===== src/rtl/MD_pkg.sv =====
// MD_pkg: shared number-format defaults for the fixed-point to float converter.
package MD_pkg;

  localparam int MD_DATA_WIDTH     = 32;
  localparam int MD_CELL_ID_WIDTH  = 2;
  localparam int MD_EXP_WIDTH      = 8;
  localparam int MD_MANTISSA_WIDTH = 23;
  localparam int MD_EXP_BIAS       = 127;
  localparam int MD_FLOAT_WIDTH    = 1 + MD_EXP_WIDTH + MD_MANTISSA_WIDTH;

endpackage


===== src/rtl/lzc.sv =====
// lzc: combinational leading-zero counter. o_count = WIDTH when the input is zero.
module lzc #(
  parameter int WIDTH = 32
) (
  input  logic [WIDTH-1:0]           i_data,
  output logic [$clog2(WIDTH+1)-1:0] o_count,
  output logic                       o_zero
);

  localparam int CNT_W = $clog2(WIDTH + 1);

  // Scan LSB to MSB so the highest set bit is the last one to write the count
  always_comb begin
    o_count = CNT_W'(WIDTH);
    o_zero  = ~|i_data;
    for (int i = 0; i < WIDTH; i++) begin
      o_count = i_data[i] ? CNT_W'(WIDTH - 1 - i) : o_count;
    end
  end

endmodule


===== src/rtl/fixed2float_pipe.sv =====
// fixed2float_pipe: NUM_CH-lane unsigned fixed-point to float converter,
// 2-stage valid/ready pipeline (S1 = leading-one detect + normalise,
// S2 = round/truncate, exponent assembly, output register).
// Build option: define FIX2FLT_ROUND_EN for round-to-nearest-even mantissa;
// without it the discarded bits are truncated. Latency is the same either way.
module fixed2float_pipe
  import MD_pkg::*;
#(
  parameter int NUM_CH         = 4,
  parameter int DATA_WIDTH     = MD_DATA_WIDTH,
  parameter int CELL_ID_WIDTH  = MD_CELL_ID_WIDTH,
  parameter int EXP_WIDTH      = MD_EXP_WIDTH,
  parameter int MANTISSA_WIDTH = MD_MANTISSA_WIDTH,
  parameter int EXP_BIAS       = MD_EXP_BIAS,
  parameter int FLOAT_WIDTH    = MD_FLOAT_WIDTH
) (
  input  logic                          clk,
  input  logic                          rst,
  input  logic                          in_valid,
  output logic                          in_ready,
  input  logic [NUM_CH*DATA_WIDTH-1:0]  in_data,
  output logic                          out_valid,
  input  logic                          out_ready,
  output logic [NUM_CH*FLOAT_WIDTH-1:0] out_data,
  output logic [NUM_CH-1:0]             out_zero
);

  localparam int FRAC     = DATA_WIDTH - CELL_ID_WIDTH;
  localparam int LZ_W     = $clog2(DATA_WIDTH + 1);
  // exponent = EXP_BIAS + p - FRAC with p = DATA_WIDTH-1-lz
  localparam int EXP_BASE = EXP_BIAS - FRAC + DATA_WIDTH - 1;

  // S1 combinational lane results
  logic [LZ_W-1:0]         w_lz   [NUM_CH];
  logic                    w_zero [NUM_CH];
  logic [DATA_WIDTH-2:0]   w_frac [NUM_CH];

  // S1 registers
  logic                    r_s1_valid;
  logic [LZ_W-1:0]         r_s1_lz   [NUM_CH];
  logic [DATA_WIDTH-2:0]   r_s1_frac [NUM_CH];
  logic                    r_s1_zero [NUM_CH];

  // S2 combinational lane results
  logic [EXP_WIDTH-1:0]      w_exp  [NUM_CH];
  logic [MANTISSA_WIDTH-1:0] w_mant [NUM_CH];
`ifdef FIX2FLT_ROUND_EN
  localparam logic [DATA_WIDTH-2:0] STICKY_MASK = (DATA_WIDTH - 2 > MANTISSA_WIDTH) ?
      (DATA_WIDTH-1)'((64'd1 << (DATA_WIDTH - 2 - MANTISSA_WIDTH)) - 64'd1) :
      {(DATA_WIDTH-1){1'b0}};
  logic [MANTISSA_WIDTH-1:0] w_mant_trunc [NUM_CH];
  logic                      w_guard      [NUM_CH];
  logic                      w_sticky     [NUM_CH];
  logic [MANTISSA_WIDTH:0]   w_mant_rnd   [NUM_CH];
`endif

  // Output registers
  logic                          r_out_valid;
  logic [NUM_CH*FLOAT_WIDTH-1:0] r_out_data;
  logic [NUM_CH-1:0]             r_out_zero;

  logic w_s2_can_accept;

  assign w_s2_can_accept = !r_out_valid || out_ready;
  assign in_ready        = !r_s1_valid || w_s2_can_accept;
  assign out_valid       = r_out_valid;
  assign out_data        = r_out_data;
  assign out_zero        = r_out_zero;

  for (genvar g = 0; g < NUM_CH; g++) begin : g_lane
    lzc #(.WIDTH(DATA_WIDTH)) u_lzc (
      .i_data  (in_data[g*DATA_WIDTH +: DATA_WIDTH]),
      .o_count (w_lz[g]),
      .o_zero  (w_zero[g])
    );
    // Normalise so the leading one sits at the MSB, then drop it (implicit bit)
    assign w_frac[g] = (DATA_WIDTH-1)'(in_data[g*DATA_WIDTH +: DATA_WIDTH] << w_lz[g]);
  end

  // S1 register: capture the normalised lanes whenever the stage can advance
  always_ff @(posedge clk or negedge rst) begin
    if (!rst) begin
      r_s1_valid <= 1'b0;
      for (int i = 0; i < NUM_CH; i++) begin
        r_s1_lz[i]   <= {LZ_W{1'b0}};
        r_s1_frac[i] <= {(DATA_WIDTH-1){1'b0}};
        r_s1_zero[i] <= 1'b0;
      end
    end else if (in_ready) begin
      r_s1_valid <= in_valid;
      if (in_valid) begin
        for (int i = 0; i < NUM_CH; i++) begin
          r_s1_lz[i]   <= w_lz[i];
          r_s1_frac[i] <= w_frac[i];
          r_s1_zero[i] <= w_zero[i];
        end
      end
    end
  end

  // S2 datapath: exponent from the shift count, mantissa truncated or rounded
  always_comb begin
    for (int i = 0; i < NUM_CH; i++) begin
      w_exp[i] = EXP_WIDTH'(EXP_BASE - int'(r_s1_lz[i]));
`ifdef FIX2FLT_ROUND_EN
      {w_mant_trunc[i], w_guard[i]} = (MANTISSA_WIDTH+1)'(
          {r_s1_frac[i], {(MANTISSA_WIDTH+1){1'b0}}} >> (DATA_WIDTH - 1));
      w_sticky[i]   = |(r_s1_frac[i] & STICKY_MASK);
      w_mant_rnd[i] = {1'b0, w_mant_trunc[i]} +
          {{MANTISSA_WIDTH{1'b0}}, w_guard[i] & (w_sticky[i] | w_mant_trunc[i][0])};
      if (w_mant_rnd[i][MANTISSA_WIDTH]) begin
        // all-ones mantissa rounded up: renormalise into the next binade
        w_mant[i] = {MANTISSA_WIDTH{1'b0}};
        w_exp[i]  = w_exp[i] + {{(EXP_WIDTH-1){1'b0}}, 1'b1};
      end else begin
        w_mant[i] = w_mant_rnd[i][MANTISSA_WIDTH-1:0];
      end
`else
      w_mant[i] = MANTISSA_WIDTH'({r_s1_frac[i], {MANTISSA_WIDTH{1'b0}}} >> (DATA_WIDTH - 1));
`endif
    end
  end

  // S2 output register: load from S1 when downstream has room, else hold
  always_ff @(posedge clk or negedge rst) begin
    if (!rst) begin
      r_out_valid <= 1'b0;
      r_out_data  <= {(NUM_CH*FLOAT_WIDTH){1'b0}};
      r_out_zero  <= {NUM_CH{1'b0}};
    end else if (w_s2_can_accept) begin
      r_out_valid <= r_s1_valid;
      if (r_s1_valid) begin
        for (int i = 0; i < NUM_CH; i++) begin
          r_out_data[i*FLOAT_WIDTH +: FLOAT_WIDTH] <= r_s1_zero[i] ?
              {FLOAT_WIDTH{1'b0}} : {1'b0, w_exp[i], w_mant[i]};
          r_out_zero[i] <= r_s1_zero[i];
        end
      end
    end
  end

endmodule

===== config.mk =====
export PLATFORM = sky130hd
export DESIGN_NAME = fixed2float_pipe
export DESIGN_NICKNAME = d
export VERILOG_FILES = /design/src/rtl/MD_pkg.sv /design/src/rtl/lzc.sv /design/src/rtl/fixed2float_pipe.sv
export SDC_FILE = /design/constraint.sdc
export NUM_CORES = 1
export LEC_CHECK = 0
export ABC_CLOCK_PERIOD_IN_PS = 2200
export CORE_ASPECT_RATIO = 1.75
export CORE_MARGIN = 2
export CORE_UTILIZATION = 46
export CTS_BUF_LIST = sky130_fd_sc_hd__clkbuf_2
export DETAILED_ROUTE_END_ITERATION = 16
export DONT_BUFFER_PORTS = 1
export GPL_ROUTABILITY_DRIVEN = 0
export HOLD_SLACK_MARGIN = 0.08
export PLACE_DENSITY = 0.58
export SLEW_MARGIN = 0
export SYNTH_ARGS = -nofsm -noshare
export SYNTH_HDL_FRONTEND = slang
export SYNTH_HIERARCHICAL = 1
export SYNTH_SLANG_ARGS = --single-unit

===== constraint.sdc =====
create_clock -name clk -period 2.2 [get_ports clk]
set_input_delay 0.33 -clock clk [delete_from_list [all_inputs] [get_ports clk]]
set_output_delay 0.33 -clock clk [all_outputs]
set_load 0.1 [all_outputs]

==> key figures <==
Layout
  • Commonest non-fill, non-tap cell in the layout: buf_4
  • Area Growth Syn to Fin: 39.41%
  • Share of layout cells above drive strength 1: between 30% and 40%
  • Area occupied by multi-input gates: roughly 12000 um^2
  • Most frequent cells in the layout: 454 x buf_4, 293 x nand2_1, 245 x dfrtp_1
  • Nets: ~2700
  • FF/Latch Area: ~6300 um^2
  • # fillers: approximately 3200

Floorplanning
  • Initial Utilization: between 40% and 50%
  • Die Span Y: around 270 um
  • Core Region: slightly below 40000 um^2
  • Num ports: roughly 270
  • # rows: 96
  • Die width: 155.1 um
  • Die ar.: approximately 42000 um^2

Clocking
  • Worst skew pair latency: between 0.8 and 0.9 ns
  • Sink Count: 250
  • Clock Pin Slew Worst Setup and Hold Paths: between 0.1 and 0.15 ns
  • TritonCTS clock tree: done
  • H-tree depth: 2
  • CTS max path bufs: 3
  • CTS Root Cell: clkbuf_2
  • CTS Buf Count: 58

Global route
  • Initial antenna violation count: 1
  • First-pass GRT wire length: around 110000 um
  • Largest net degree at the start of global routing: roughly 250
  • Grt ovf: 0
  • Total track usage: between 30 and 40%
  • Vias in the first global route: between 15000 and 20000

STA
  • WHS: -0.8442 ns
  • Fin crit share: 108.5%
  • RSZ-0062 raised after global routing: yes
  • Slew Viols, Final: 0
  • Achievable frequency: between 0.4 and 0.5 GHz
  • Hold Fails Final Rpt: 250
  • Clk_skew: 0.03899 ns
  • Final setup margin: -0.1871 ns
  • Setup-failing EPs final: 40
  • Total Neg Setup Slack: -2.290 ns
  • Slew @ Worst Pin: between 1 and 1.5 ns
  • Tmin final: between 2 and 2.5 ns
  • Worst rel slew slack: between 10% and 20%

Worst setup path
  • Worst Setup Start Kind: input port
  • Crit path buffers/inverters: 3
  • RR Startpoint: out_valid
  • WP depth: 12
  • Critical path capture point type: register
  • Worst EP arrival: around 3.2 ns
  • Crit-path leading delay family: compound AO/OA/AOI/OAI gates
  • Worst EP required: ~3 ns
  • Worst R2R Setup Slack: 0.02 ns
  • Most frequent CP cell: buf_12
  • Worst r2r path cells: 7
  • Max stage delay on crit path: 0.46 ns
  • CP max-delay cell: mux4_2
  • Crit Path Max Fanout: 8
  • Crit path cell chain: nor3b_4 > nor3_2 > o31ai_2 > buf_4 > o2111ai_4 > a221oi_4 > buf_12 > buf_12 > mux2_2 > mux4_2 > a22o_1 > a221o_1
  • Worst r2r dst: r_s1_frac[121]
  • WS Path Type: input port to register

Routing
  • Detail Route met2 WL: ~36000 um
  • DRT Wirelength: 70310 um
  • DRC viols: 0
  • Vias per inst: ~6.1
  • Routed via count: 18930
  • Initial drt markers: roughly 1500
  • M1 WL: roughly 24000 um
  • Drt pass-1 iters: 7
  • Avg WL per Cell: 22.78 um
  • Uppermost layer routed: met4
  • DR WL met3: roughly 4300 um
  • Antenna viol nets, final: 0

Job
  • Max Cap Viol: 0

Logic synthesis
  • Ys Warns: 6
  • Yosys top cell area share: 34.06%
  • Synth cell types: 74
  • Post-synth ARST share: between 90% and 100%
  • Number of synthesized flops with an enable pin: 0
  • Mapped Cells: around 2000
  • Post-Syn Area: around 18000 um^2
  • #FFs+latches synth: between 200 and 300
  • Top cells by area, synth: dfrtp_1 34%, mux4_2 11%, mux2i_1 7.5%
  • Post-synth top area cell: dfrtp_1
  • Mapped Avg Cell Area: about 9.3 um^2
  • Predominant post-synthesis flop cell: dfrtp_1
  • Post-synthesis sequential area ratio: between 30% and 40%

Power and ir drop
  • PD cells: 714.7 nW/um^2
  • Maximum vdd drop: roughly 0.00044 V
  • Static leakage: about 11 nW

Min path
  • Worst min path class: input port to async pin

Outcome
  • Status: complete, but fails checks
  • Failing checks: negative hold slack, negative setup slack

Placed design
  • Hpwl dp: 48460 um
  • Port buffer count: 0
-- synthesized netlist by cell type (all sizes together), types with 17 or more instances --
cell type / instances
a21oi: 44
nand2b: 107
inv: 45
dfrtp: 250
buf: 73
o22ai: 17
clkbuf: 77
mux2: 94
o21ai: 169
nor3: 44
a22o: 38
nand2: 295
mux4: 88
mux2i: 137
a22oi: 29
a31oi: 22
o31ai: 25
nor4: 42
nor2: 129
nand3: 26
-- routing by layer --
layer	vias to the layer above	global-route usage, %
met5	-	0
met4	0	22.85
met3	376	6.144
met2	951	58.63
met1	9036	33.07
li1	8571	-
-- area by class of cell --
| type | instances | area share, % |
|---|---|---|
| Sequential cell | 250 | 24.47 |
| Timing Repair Buffer | 656 | 22.73 |
| Tap cell | 490 | 2.394 |
| Clock inverter | 23 | 0.3567 |
| Multi-Input combinational cell | 1540 | 47.76 |
| Inverter | 47 | 0.7281 |
| Antenna cell | 2 | 0.01955 |
| Clock buffer | 79 | 1.544 |
-- logic make-up after synthesis --
group,count (synthesis),synth area share [%]
other cells,1,0.02042
simple gates,725,19.04
mux,319,24.02
xor+xnor,16,0.7630
fa+ha+maj,4,0.2725
buf+inv,197,4.619
flops,250,34.06
compound gates,472,17.21
-- worst max-delay path by stage --
stage | startpoint | slack [ns] | to
after global routing | in_data[33] | -0.18 | r_s1_frac[90]
after floorplan | in_data[99] | -0.68 | r_s1_frac[28]
after global placement | in_data[116] | -1.03 | r_s1_frac[8]
after CTS | out_valid | -0.06 | in_ready
final | in_data[33] | -0.19 | r_s1_frac[90]
after detailed placement | in_data[116] | -1.01 | r_s1_frac[8]
-- where the power goes --
part / internal [mW] / switching [mW]
clock network: 0.978 / 1.89
logic: 2.94 / 6.60
registers: 5.44 / 0.450
total: 9.36 / 8.94
-- stage by stage --
stage	cell area [um^2]	power [mW]	std cells	util, %	worst slack, ns
2_1_floorplan	18940	12.51	1987	-	-0.6780
3_3_place_gp	22570	14.76	2788	57.47	-1.035
3_5_place_dp	22570	14.88	2788	57.47	-1.008
4_1_cts	24620	18.12	3043	62.68	-0.05927
5_1_grt	25600	19.13	3086	65.19	-0.1788
6_report	25610	18.30	3087	65.19	-0.1871
-- state kept, by name (all words and copies together), names as in the netlist --
| name | cells |
|---|---|
| out_data | 124 |
| r_s1_zero | 4 |
| r_s1_valid | 1 |
| r_s1_frac | 92 |
| r_s1_lz | 24 |
| out_zero | 4 |
| out_valid | 1 |
-- repair_timing --
item | 4_1_cts | 5_1_grt
cloned | 0 | 5
pin swaps | 1 | 32
setup buffers | 1 | 31
resized for setup | 12 | 120
endpoints found under the hold margin | 376 | 258
hold buffers | 152 | 11
setup endpoints to repair | 12 | 84
No activity file was read; power rests on OpenSTA's default activity.
